`src/rtl/joypad_conditioner.sv`:
```
// Joypad front-end: synchronise and debounce five buttons, then raise sticky
// press events (with auto-repeat) and a level interrupt while any is pending.
module joypad_conditioner #(
    parameter bit ACTIVE_LOW      = 1'b1,
    parameter int DEBOUNCE_CYCLES = 250000,
    parameter int REPEAT_DELAY    = 25000000,
    parameter int REPEAT_RATE     = 5000000
) (
    input  logic       clk,
    input  logic       rst_n,
    input  logic [4:0] btn_raw,
    output logic [4:0] state,
    output logic [4:0] events,
    input  logic [4:0] events_clr,
    output logic       irq
);

    localparam int CW   = $clog2(DEBOUNCE_CYCLES + 1);
    localparam int TMAX = (REPEAT_DELAY > REPEAT_RATE) ? REPEAT_DELAY : REPEAT_RATE;
    localparam int TW   = $clog2(TMAX + 1);
    localparam bit REPEAT_ON = (REPEAT_DELAY != 0);
    localparam logic [CW-1:0] DEB_LAST   = CW'(DEBOUNCE_CYCLES - 1);
    localparam logic [TW-1:0] DELAY_LAST = REPEAT_ON ? TW'(REPEAT_DELAY - 1) : '0;
    localparam logic [TW-1:0] RATE_LAST  = TW'(REPEAT_RATE - 1);

    logic [4:0]    logical;
    logic [4:0]    sync_a;
    logic [4:0]    sync;
    logic [CW-1:0] cnt [5];
    logic [4:0]    mismatch;
    logic [4:0]    flip;
    logic [4:0]    state_nxt;
    logic [4:0]    state_q;
    logic [4:0]    press;
    logic [TW-1:0] timer;
    logic          phase;
    logic          running;
    logic          tick;

    assign logical = ACTIVE_LOW ? ~btn_raw : btn_raw;

    always_ff @(posedge clk or negedge rst_n) begin
        if (!rst_n) begin
            sync_a <= '0;
            sync   <= '0;
        end else begin
            sync_a <= logical;
            sync   <= sync_a;
        end
    end

    // A bit flips only after DEBOUNCE_CYCLES consecutive mismatching samples.
    always_comb begin
        flip     = '0;
        mismatch = sync ^ state;
        for (int i = 0; i < 5; i++) begin
            flip[i] = mismatch[i] && (cnt[i] == DEB_LAST);
        end
        state_nxt = state ^ flip;
    end

    always_ff @(posedge clk or negedge rst_n) begin
        if (!rst_n) begin
            for (int i = 0; i < 5; i++) begin
                cnt[i] <= '0;
            end
            state <= '0;
        end else begin
            for (int i = 0; i < 5; i++) begin
                if (!mismatch[i] || flip[i]) begin
                    cnt[i] <= '0;
                end else begin
                    cnt[i] <= cnt[i] + 1'b1;
                end
            end
            state <= state_nxt;
        end
    end

    // The repeat timer only runs across edges where a non-zero state holds.
    assign press   = state & ~state_q;
    assign running = (state_nxt == state) && (state != '0);
    assign tick    = REPEAT_ON && running && (timer == (phase ? RATE_LAST : DELAY_LAST));

    always_ff @(posedge clk or negedge rst_n) begin
        if (!rst_n) begin
            state_q <= '0;
            timer   <= '0;
            phase   <= 1'b0;
            events  <= '0;
        end else begin
            state_q <= state;
            if (!running || !REPEAT_ON) begin
                timer <= '0;
                phase <= 1'b0;
            end else if (tick) begin
                timer <= '0;
                phase <= 1'b1;
            end else begin
                timer <= timer + 1'b1;
            end
            events <= (events & ~events_clr) | press | (tick ? state : 5'b0);
        end
    end

    assign irq = |events;

endmodule

```
`config.mk`:
```
export PLATFORM = sky130hd
export DESIGN_NAME = joypad_conditioner
export DESIGN_NICKNAME = d
export VERILOG_FILES = /design/src/rtl/joypad_conditioner.sv
export SDC_FILE = /design/constraint.sdc
export NUM_CORES = 1
export LEC_CHECK = 0
export BUFFER_PORTS_ARGS = -buffer_cell sky130_fd_sc_hd__buf_2
export CAP_MARGIN = 20
export CORE_MARGIN = 5
export CORE_UTILIZATION = 60
export DETAILED_ROUTE_END_ITERATION = 8
export GPL_ROUTABILITY_DRIVEN = 0
export PLACE_DENSITY = 0.83
export SETUP_SLACK_MARGIN = 0.4
export SLEW_MARGIN = 20
export SYNTH_ARGS = -nofsm -noshare
export SYNTH_HDL_FRONTEND = slang
export SYNTH_SLANG_ARGS = --single-unit
```
`constraint.sdc`:
```
create_clock -name clk -period 1.9 [get_ports clk]
set_input_delay 0.095 -clock clk [delete_from_list [all_inputs] [get_ports clk]]
set_output_delay 0.095 -clock clk [all_outputs]
set_load 0.03 [all_outputs]
```
## Word-level counts from Yosys, hierarchy flattened

Cells that the tools add are included.
W data, S select, Z words.

| operators by class | value |
|---|---|
| mux-type cells | 11 |
| add/sub/neg operators | 6 |
| eq/ne operators | 8 |
| bitwise operators | 9 |
| reductions and logical operators | 19 |

Operators with widths:

| cell | number |
|---|---|
| $add A18 B1 Y18 const B | 5 |
| $eq A18 B18 Y1 const B | 5 |
| $mux W18 | 5 |
| $mux W25 | 3 |
| $add A25 B1 Y25 const B | 1 |
| $eq A25 B25 Y1 | 1 |
| $not A5 Y5 | 3 |
| $and A5 B5 Y5 | 2 |
| $or A5 B5 Y5 | 2 |
| $xor A5 B5 Y5 | 2 |
| $logic_and A1 B1 Y1 | 7 |
| $eq A5 B5 Y1 | 1 |
| $logic_not A1 Y1 | 5 |
| $logic_or A1 B1 Y1 | 5 |
| $mux W5 | 1 |
| $reduce_bool A5 Y1 | 1 |
| $reduce_or A5 Y1 | 1 |
| $mux W1 | 2 |
| $ne A2 B1 Y1 const B | 1 |

| storage, ports and cells | value |
|---|---|
| output and inout bits | 11 |
| register bits after elaboration | 141 |
| logic and storage cells | 65 |
| input bits | 12 |

## Longest topological paths before layout

Gate-level depths: netlist (run 1).

| logic depth | value |
|---|---|
| depth after elaboration | 8 |
| depth in mapped cells | 8 |
| gate-level depth less buffers | 6 |

## Least setup slack after synthesis (run 1)

Ideal clock, no wire load.

| timing | value |
|---|---|
| path kind | flip-flop to flip-flop |
| from | register cnt[18] (netlist name) |
| to | register timer[10] |
| data arrival time | 1.649 ns |
| library setup time | 0.086 ns |
| data required time | 1.814 ns |
| clock period less this slack | 1.735 ns |
| stages on the path, launching flop included | 8 |
| path slack | 0.165 ns |
| buffers on the path | 1 |
| cells stage by stage | dfrtp_1 > ha_1 > and3_1 > and3_1 > a22oi_1 > nand3_2 > buf_6 > nor3_1 |

| between the ends | value |
|---|---|
| longest elaborated chain between the ends | 8 |

RTL lines:

| what | line | text |
|---|---|---|
| from (decl) | 29 | `logic [CW-1:0] cnt [5];` |
| from (signal, indexed assignment) | 73 | `cnt[i] <= cnt[i] + 1'b1;` |
| $eq A18 B18 Y1 (*) | 57 | `flip[i] = mismatch[i] && (cnt[i] == DEB_LAST);` |
| $logic_and A1 B1 Y1 (*) | 57 |  |
| $xor A5 B5 Y5 (*) | 59 | `state_nxt = state ^ flip;` |
| $eq A5 B5 Y1 (*) | 82 | `assign running = (state_nxt == state) && (state != '0);` |
| $logic_and A1 B1 Y1 (*) | 82 |  |
| $logic_and A1 B1 Y1 | 83 | `assign tick = REPEAT_ON && running && (timer == (phase ? RATE_LAST : DELAY_LAST));` |
| $mux W25 | 96 | `end else if (tick) begin` |
| $mux W25 (*) | 93 | `if (!running \|\| !REPEAT_ON) begin` |
| to (signal assigned) | 100 | `timer <= timer + 1'b1;` |
| to (decl) | 35 | `logic [TW-1:0] timer;` |

Mark *: on every way between the ends. The rest lies on a longest branch, timed or not.
A chain may end at the register's enable or synchronous reset.

## Worst setup path after layout (run 1)

| timing | value |
|---|---|
| from | register timer[21] |
| to | register events[1] |

| between the ends | value |
|---|---|
| longest elaborated chain between the ends | 4 |

RTL lines:

| what | line | text |
|---|---|---|
| $eq A25 B25 Y1 | 83 |  |
| $logic_and A1 B1 Y1 | 83 |  |
| $mux W5 | 102 | `events <= (events & ~events_clr) \| press \| (tick ? state : 5'b0);` |
| $or A5 B5 Y5 | 102 |  |
| to (signal assigned) | 102 |  |
| to (decl) | 13 | `output logic [4:0] events,` |

No other way between the ends.

==> results of run 1 <==
repair_timing:
| item | in CTS | in global routing |
|---|---|---|
| hold buffers | 11 | 0 |
| endpoints found under the hold margin | 151 | 0 |
| gates resized for setup | 36 | 153 |
| setup buffers | 18 | 26 |
| gates cloned | 4 | 1 |
| endpoints found under the setup margin | 124 | 125 |
| pin swaps | 7 | 48 |
per-layer routing:
layer  routed length (µm)  vias up
met3                 1380      105
met4                 1020        0
li1                     -     2471
met5                    0        -
met2                10700      329
met1                 7750     2959
flip-flops by register name, indices dropped and copies added, names as in the netlist:
register,count
sync,5
cnt,90
events,5
sync_a,5
state_q,5
state,5
phase,1
timer,25
placed cells by master, fill, tap and decap left out, drive strengths merged, types with 22 or more instances in the layout:
master and n:
xnor2 41, buf 99, nor2 110, xor2 68
dfrtp 141, nor3 45, and3 22, nand3 56
nand4 22, clkbuf 23, inv 23, nand2 35
per-stage QoR:
| stage | cells | total power, mW |
|---|---|---|
| CTS | 893 | 6.60 |
| floorplan | 651 | 3.21 |
| finish | 921 | 6.68 |
| global route | 921 | 6.87 |
| global placement | 828 | 3.30 |
| detailed placement | 828 | 3.32 |
path summary, 6_finish.rpt:
kind                            start   endpoint  slack, ps  cells after the start
min in group clk           btn_raw[4]  sync_a[4]        220                      3
max reg2reg                 timer[21]  events[1]        -70                      6
max                         timer[21]  events[1]        -70                      6
min reg2reg                 sync_a[4]    sync[4]        360                      0
max in group asynchronous       rst_n  timer[12]       1350                      3
min                             rst_n    cnt[51]         80                      3
power by group:
group / internal (mW) / total [mW] / leakage, nW / switching [mW]
Clock: 1.97 / 3.27 / 0.277 / 1.30
Sequential: 3.04 / 3.08 / 1.92 / 0.0410
Combinational: 0.142 / 0.329 / 1.81 / 0.186
worst min-delay path, cell delays in order:
cell and delay [ps]:
dlygate4sd3_1 540, buf_6 120, buf_12 260
cell type report:
class / count / area (µm²)
multi-input combinational: 473 / 3890
fill: 455 / 1480
inverter: 23 / 86.3
antenna: 1 / 2.50
clock buffer: 22 / 463
timing repair buffer: 111 / 1100
sequential: 141 / 3540
tap: 140 / 175
clock inverter: 10 / 115
cell families (layout without fill, tap and decap cells):
| family | count (synthesis) | in the layout |
|---|---|---|
| adders and majority gates | 6 | 6 |
| and+or+nand+nor | 335 | 335 |
| DFF | 141 | 141 |
| buffers and inverters | 37 | 166 |
| other | 0 | 1 |
| xor gates and xnor gates | 109 | 109 |
| muxes | 4 | 4 |
| AOI/OAI and AO/OA | 19 | 19 |
==> results.json, run 1 <==
{
  "run_status": "finished with violations",
  "violations": "negative setup slack",
  "cp_num_buf_inv": 1,
  "cp_slowest_cell": "dfrtp_1",
  "initial_core_util_pct": 61.4,
  "dieArea_um2": 13300,
  "synth_top_family_by_area": "simple AND/OR/NAND/NOR gates",
  "track_usage_pct": 26.6,
  "post-route-min-period_ps": 1970,
  "clk_path_buf_depth": 2,
  "grt.busiest_layer": "met2",
  "skew_ps": 13.1,
  "fin_tns_setup_ps": -527,
  "cp_top_family": "simple AND/OR/NAND/NOR gates",
  "synth_xor_area_share_pct": 14.3,
  "maxSlewHeadroom_pct": 67.2,
  "vias": 5864,
  "clock_latency_ps": 560,
  "path_cells": "nor4_1 > nand3_1 > a211oi_2 > nand4_1 > buf_6 > o21bai_1",
  "post_drt_wl_per_cell_um": 22.6,
  "grtUsageMet3_pct": 8.26,
  "avgSynthCellArea_um2": 10.2,
  "synth_top_area_share_pct": 53.0,
  "drt_iter0_markers": 651,
  "grt_max_degree": 88,
  "grt_pass1_wl_mm": 27.5,
  "io_buffers": 22,
  "synth_compound_area_share_pct": 2.20,
  "synthAdderAreaFrac_pct": 1.13,
  "ant_nets": 0,
  "finalSetupViolCount": 19,
  "end_kind": "flip-flop",
  "fmax_mhz": 507,
  "finish.instance_area_um2": 9370,
  "netlist_instances": 651,
  "path_clk_slew_ps": 60,
  "synth_edf_count": 0,
  "ys_top_cells_by_count": "dfrtp_1, nor2_1, xor2_1",
  "fin_util_pct": 86.4,
  "hold_ws_ps": 80.5,
  "place_area_um2": 7320,
  "synthSimpleGateAreaFrac_pct": 25.8,
  "seq_area_frac_synth_pct": 53.0,
  "cts_made_buffers": 17,
  "synth_flop_cell": "dfrtp_1",
  "gr-usage-met1_pct": 32.0,
  "cp-start-kind": "flip-flop",
  "hpwl_mm": 9.73,
  "final_max_slew_viol_count": 0,
  "synth_nets": 669,
  "max_stage_delay_ps": 450,
  "synth_warnings": 0,
  "synthMuxAreaShare_pct": 0.676,
  "cp.arrival_ps": 2440,
  "fin_ws_ps": -72.3,
  "routed_via_density": 6.37,
  "yosysUniqueCellTypes": 43,
  "gr-total-overflow": 0,
  "boundaryPins": 23,
  "crit_required_ps": 2360,
  "cts_root_buffer": "clkbuf_8",
  "dp_slack_ps": 21.2,
  "cts_tree": "yes",
  "final_layout_size_suffix_gt1_share_pct": 36.8,
  "drt_wl_total_mm": 20.8,
  "core_um2": 10800,
  "rsz0062_at_grt": "true",
  "peakVddDrop_v": 0.000733,
  "cts_sinks": 141,
  "hold_violations": 0,
  "final.period_utilization_pct": 104,
  "rows": 38,
  "synthArstFlopShare_pct": 100,
  "h-tree-depth": 4,
  "synth_area_um2": 6660,
  "p_per_area_nw_per_um2": 713,
  "grt_pass1_vias": 5675,
  "met2_usage_pct": 44.3,
  "critPathKind": "flip-flop to flip-flop",
  "worst-path-max-fanout": 5,
  "yosysMostFrequentCell": "dfrtp_1",
  "leakagePower_nw": 4.01,
  "drv_cap": 0,
  "area_growth_pct": 40.6,
  "die_h_um": 115,
  "tightest_slew_ps": 492,
  "yosys-top-cells-area": "dfrtp_1, xor2_1, nor2_1",
  "grt_antenna_before_repair": 1,
  "die_w_um": 115,
  "nets": 785,
  "firstDrtPassIters": 5,
  "synth.largest_area_cell": "dfrtp_1",
  "synth-seq-cells": 141,
  "drcViolationCount": 0,
  "worstHoldPathType": "input port to asynchronous set/reset pin"
}
No activity file was read; power rests on OpenSTA's default activity.
==> run 2: changes to the inputs <==
--- a/config.mk
+++ b/config.mk
@@ -5,13 +5,13 @@
 export SDC_FILE = /design/constraint.sdc
 export NUM_CORES = 1
 export LEC_CHECK = 0
-export BUFFER_PORTS_ARGS = -buffer_cell sky130_fd_sc_hd__buf_2
 export CAP_MARGIN = 20
 export CORE_MARGIN = 5
 export CORE_UTILIZATION = 60
 export DETAILED_ROUTE_END_ITERATION = 8
+export DONT_BUFFER_PORTS = 1
 export GPL_ROUTABILITY_DRIVEN = 0
-export PLACE_DENSITY = 0.83
+export PLACE_DENSITY_LB_ADDON = 0.25
 export SETUP_SLACK_MARGIN = 0.4
 export SLEW_MARGIN = 20
 export SYNTH_ARGS = -nofsm -noshare
==> run 2 against run 1 <==
The run ends with negative hold slack, negative setup slack left. Global-route usage is 1.2 points higher. Count of clock-buffer cells in the layout is the same. Sequential power about the same. Clock power is essentially flat. Wire length grew 5.5%. Hold slack got worse by 850 ps. First-iteration DRC count is 25% higher. Clock skew increased by 2.8 ps. Register-to-register slack got worse by 30 ps. Final cell count down 1.7%. Worst setup slack lost 29 ps. Critical path type unchanged. Largest power group unchanged. Highest routed layer unchanged.
==> results.json, run 2 (same netlist as run 1, synthesis figures left out) <==
{
  "end_kind": "flip-flop",
  "p_per_area_nw_per_um2": 706,
  "cp-start-kind": "flip-flop",
  "crit_required_ps": 2320,
  "routed_via_density": 6.61,
  "grtUsageMet3_pct": 6.84,
  "h-tree-depth": 4,
  "dp_slack_ps": 21.0,
  "fin_ws_ps": -102,
  "drcViolationCount": 0,
  "rsz0062_at_grt": "true",
  "grt_pass1_wl_mm": 28.6,
  "cts_sinks": 141,
  "post-route-min-period_ps": 2000,
  "largest_register_ffs": 90,
  "finalSetupViolCount": 28,
  "endpoint": "timer[12]",
  "run_status": "finished with violations",
  "firstDrtPassIters": 5,
  "violations": "negative hold slack, negative setup slack",
  "rr_startpoint": "cnt[65]",
  "die_h_um": 115,
  "hold_ws_ps": -767,
  "reg2reg_to": "timer[12]",
  "final_common_cell": "dfrtp_1",
  "rr_worst_depth": 7,
  "nets": 773,
  "drt_wl_total_mm": 22.0,
  "startpoint": "cnt[65]",
  "regMostFlops": "cnt",
  "initial_core_util_pct": 61.4,
  "top_regs": "cnt: 90 flops, timer: 25 flops",
  "grt_pass1_vias": 5699,
  "grt_max_degree": 142,
  "fmax_mhz": 500,
  "cts_hold_buf": 10,
  "peakVddDrop_v": 0.000624,
  "io_buffers": 0,
  "skew_ps": 15.9,
  "final_layout_size_suffix_gt1_share_pct": 39.0,
  "rows": 38,
  "die_w_um": 115,
  "dp.cells": 810,
  "cts_tree": "yes",
  "area_growth_pct": 39.9,
  "clk_path_buf_depth": 2,
  "clock_latency_ps": 550,
  "tightest_slew_ps": 507,
  "final.period_utilization_pct": 105,
  "worstHoldPathType": "input port to asynchronous set/reset pin",
  "fin_tns_setup_ps": -1660,
  "path_cells": "or4b_4 > nor3_4 > a32oi_2 > nand3_4 > buf_6 > buf_16 > nor3_2",
  "hold_violations": 141,
  "grt.busiest_layer": "met2",
  "maxSlewHeadroom_pct": 66.1,
  "cts_root_buffer": "clkbuf_8",
  "cts_made_buffers": 17,
  "dieArea_um2": 13300,
  "path_clk_slew_ps": 70,
  "hpwl_mm": 8.95,
  "gr-total-overflow": 0,
  "drv_cap": 0,
  "cp.arrival_ps": 2420,
  "ant_nets": 0,
  "max_stage_delay_ps": 610,
  "worst-path-max-fanout": 6,
  "met2_usage_pct": 47.1,
  "layout_common_cells": "dfrtp_1, nor2_1, xor2_1",
  "instances_no_fill": 905,
  "grt_antenna_before_repair": 0,
  "gr-usage-met1_pct": 33.4,
  "leakagePower_nw": 3.90,
  "vias": 5980,
  "cp_slowest_cell": "or4b_4",
  "power_mw": 6.58,
  "drt_iter0_markers": 813,
  "core_um2": 10800,
  "reg2reg_slack_ps": -100,
  "critPathKind": "flip-flop to flip-flop",
  "post_drt_wl_per_cell_um": 24.3,
  "track_usage_pct": 27.7,
  "diodes": 0,
  "boundaryPins": 23,
  "final_max_slew_viol_count": 0
}
## run 2: how the worst min path moves through the flow
stage	slack, ps	to	cells past startpoint
final	-770	cnt[79]	0
after global routing	-780	cnt[51]	0
after detailed placement	-200	cnt[51]	0
after global placement	-200	cnt[52]	0
after CTS	-760	state_q[1]	0
after floorplan	-200	cnt[0]	0
## run 2: through the flow
| step | hold WS (ps) | utilization, % | cell area [µm²] |
|---|---|---|---|
| global route | -779 | 86.0 | 9320 |
| global placement | -197 | 66.3 | 7190 |
| detailed placement | -197 | 66.3 | 7190 |
| finish | -767 | 86.0 | 9320 |
| floorplan | -201 | - | 6860 |
| CTS | -764 | 79.5 | 8620 |
## run 2: timing repair
item,CTS,global route
buffers inserted,27,15
pin swaps,44,53
gates resized for setup,108,115
hold endpoints to repair,151,141
setup endpoints to repair,124,125
cloned,11,3
## run 2: critical path, delay by kind of cell, from the launching register on
kind | cells | cell delay [ps]
AO/OA/AOI/OAI | 1 | 190
buffers and inverters | 2 | 250
flip-flops | 1 | 400
AND/OR/NAND/NOR | 4 | 1030
## run 2: power breakdown
part,internal [mW],switching [mW],leakage (nW)
registers,3.04,0.0451,1.91
clock network,2.01,1.26,0.284
logic,0.106,0.120,1.71
## run 2: cell type report
class	count	area [µm²]
Clock buffer	22	483
Clock inverter	7	87.6
Fill cell	456	1520
Inverter	23	86.3
Multi-Input combinational cell	477	3980
Sequential cell	141	3550
Tap cell	140	175
Timing Repair Buffer	95	957
## run 2: per-layer routing
metal,up-vias,wire (µm)
li1,2464,-
met1,2969,7890
met2,412,11100
met3,135,1720
met4,0,1280
met5,-,0
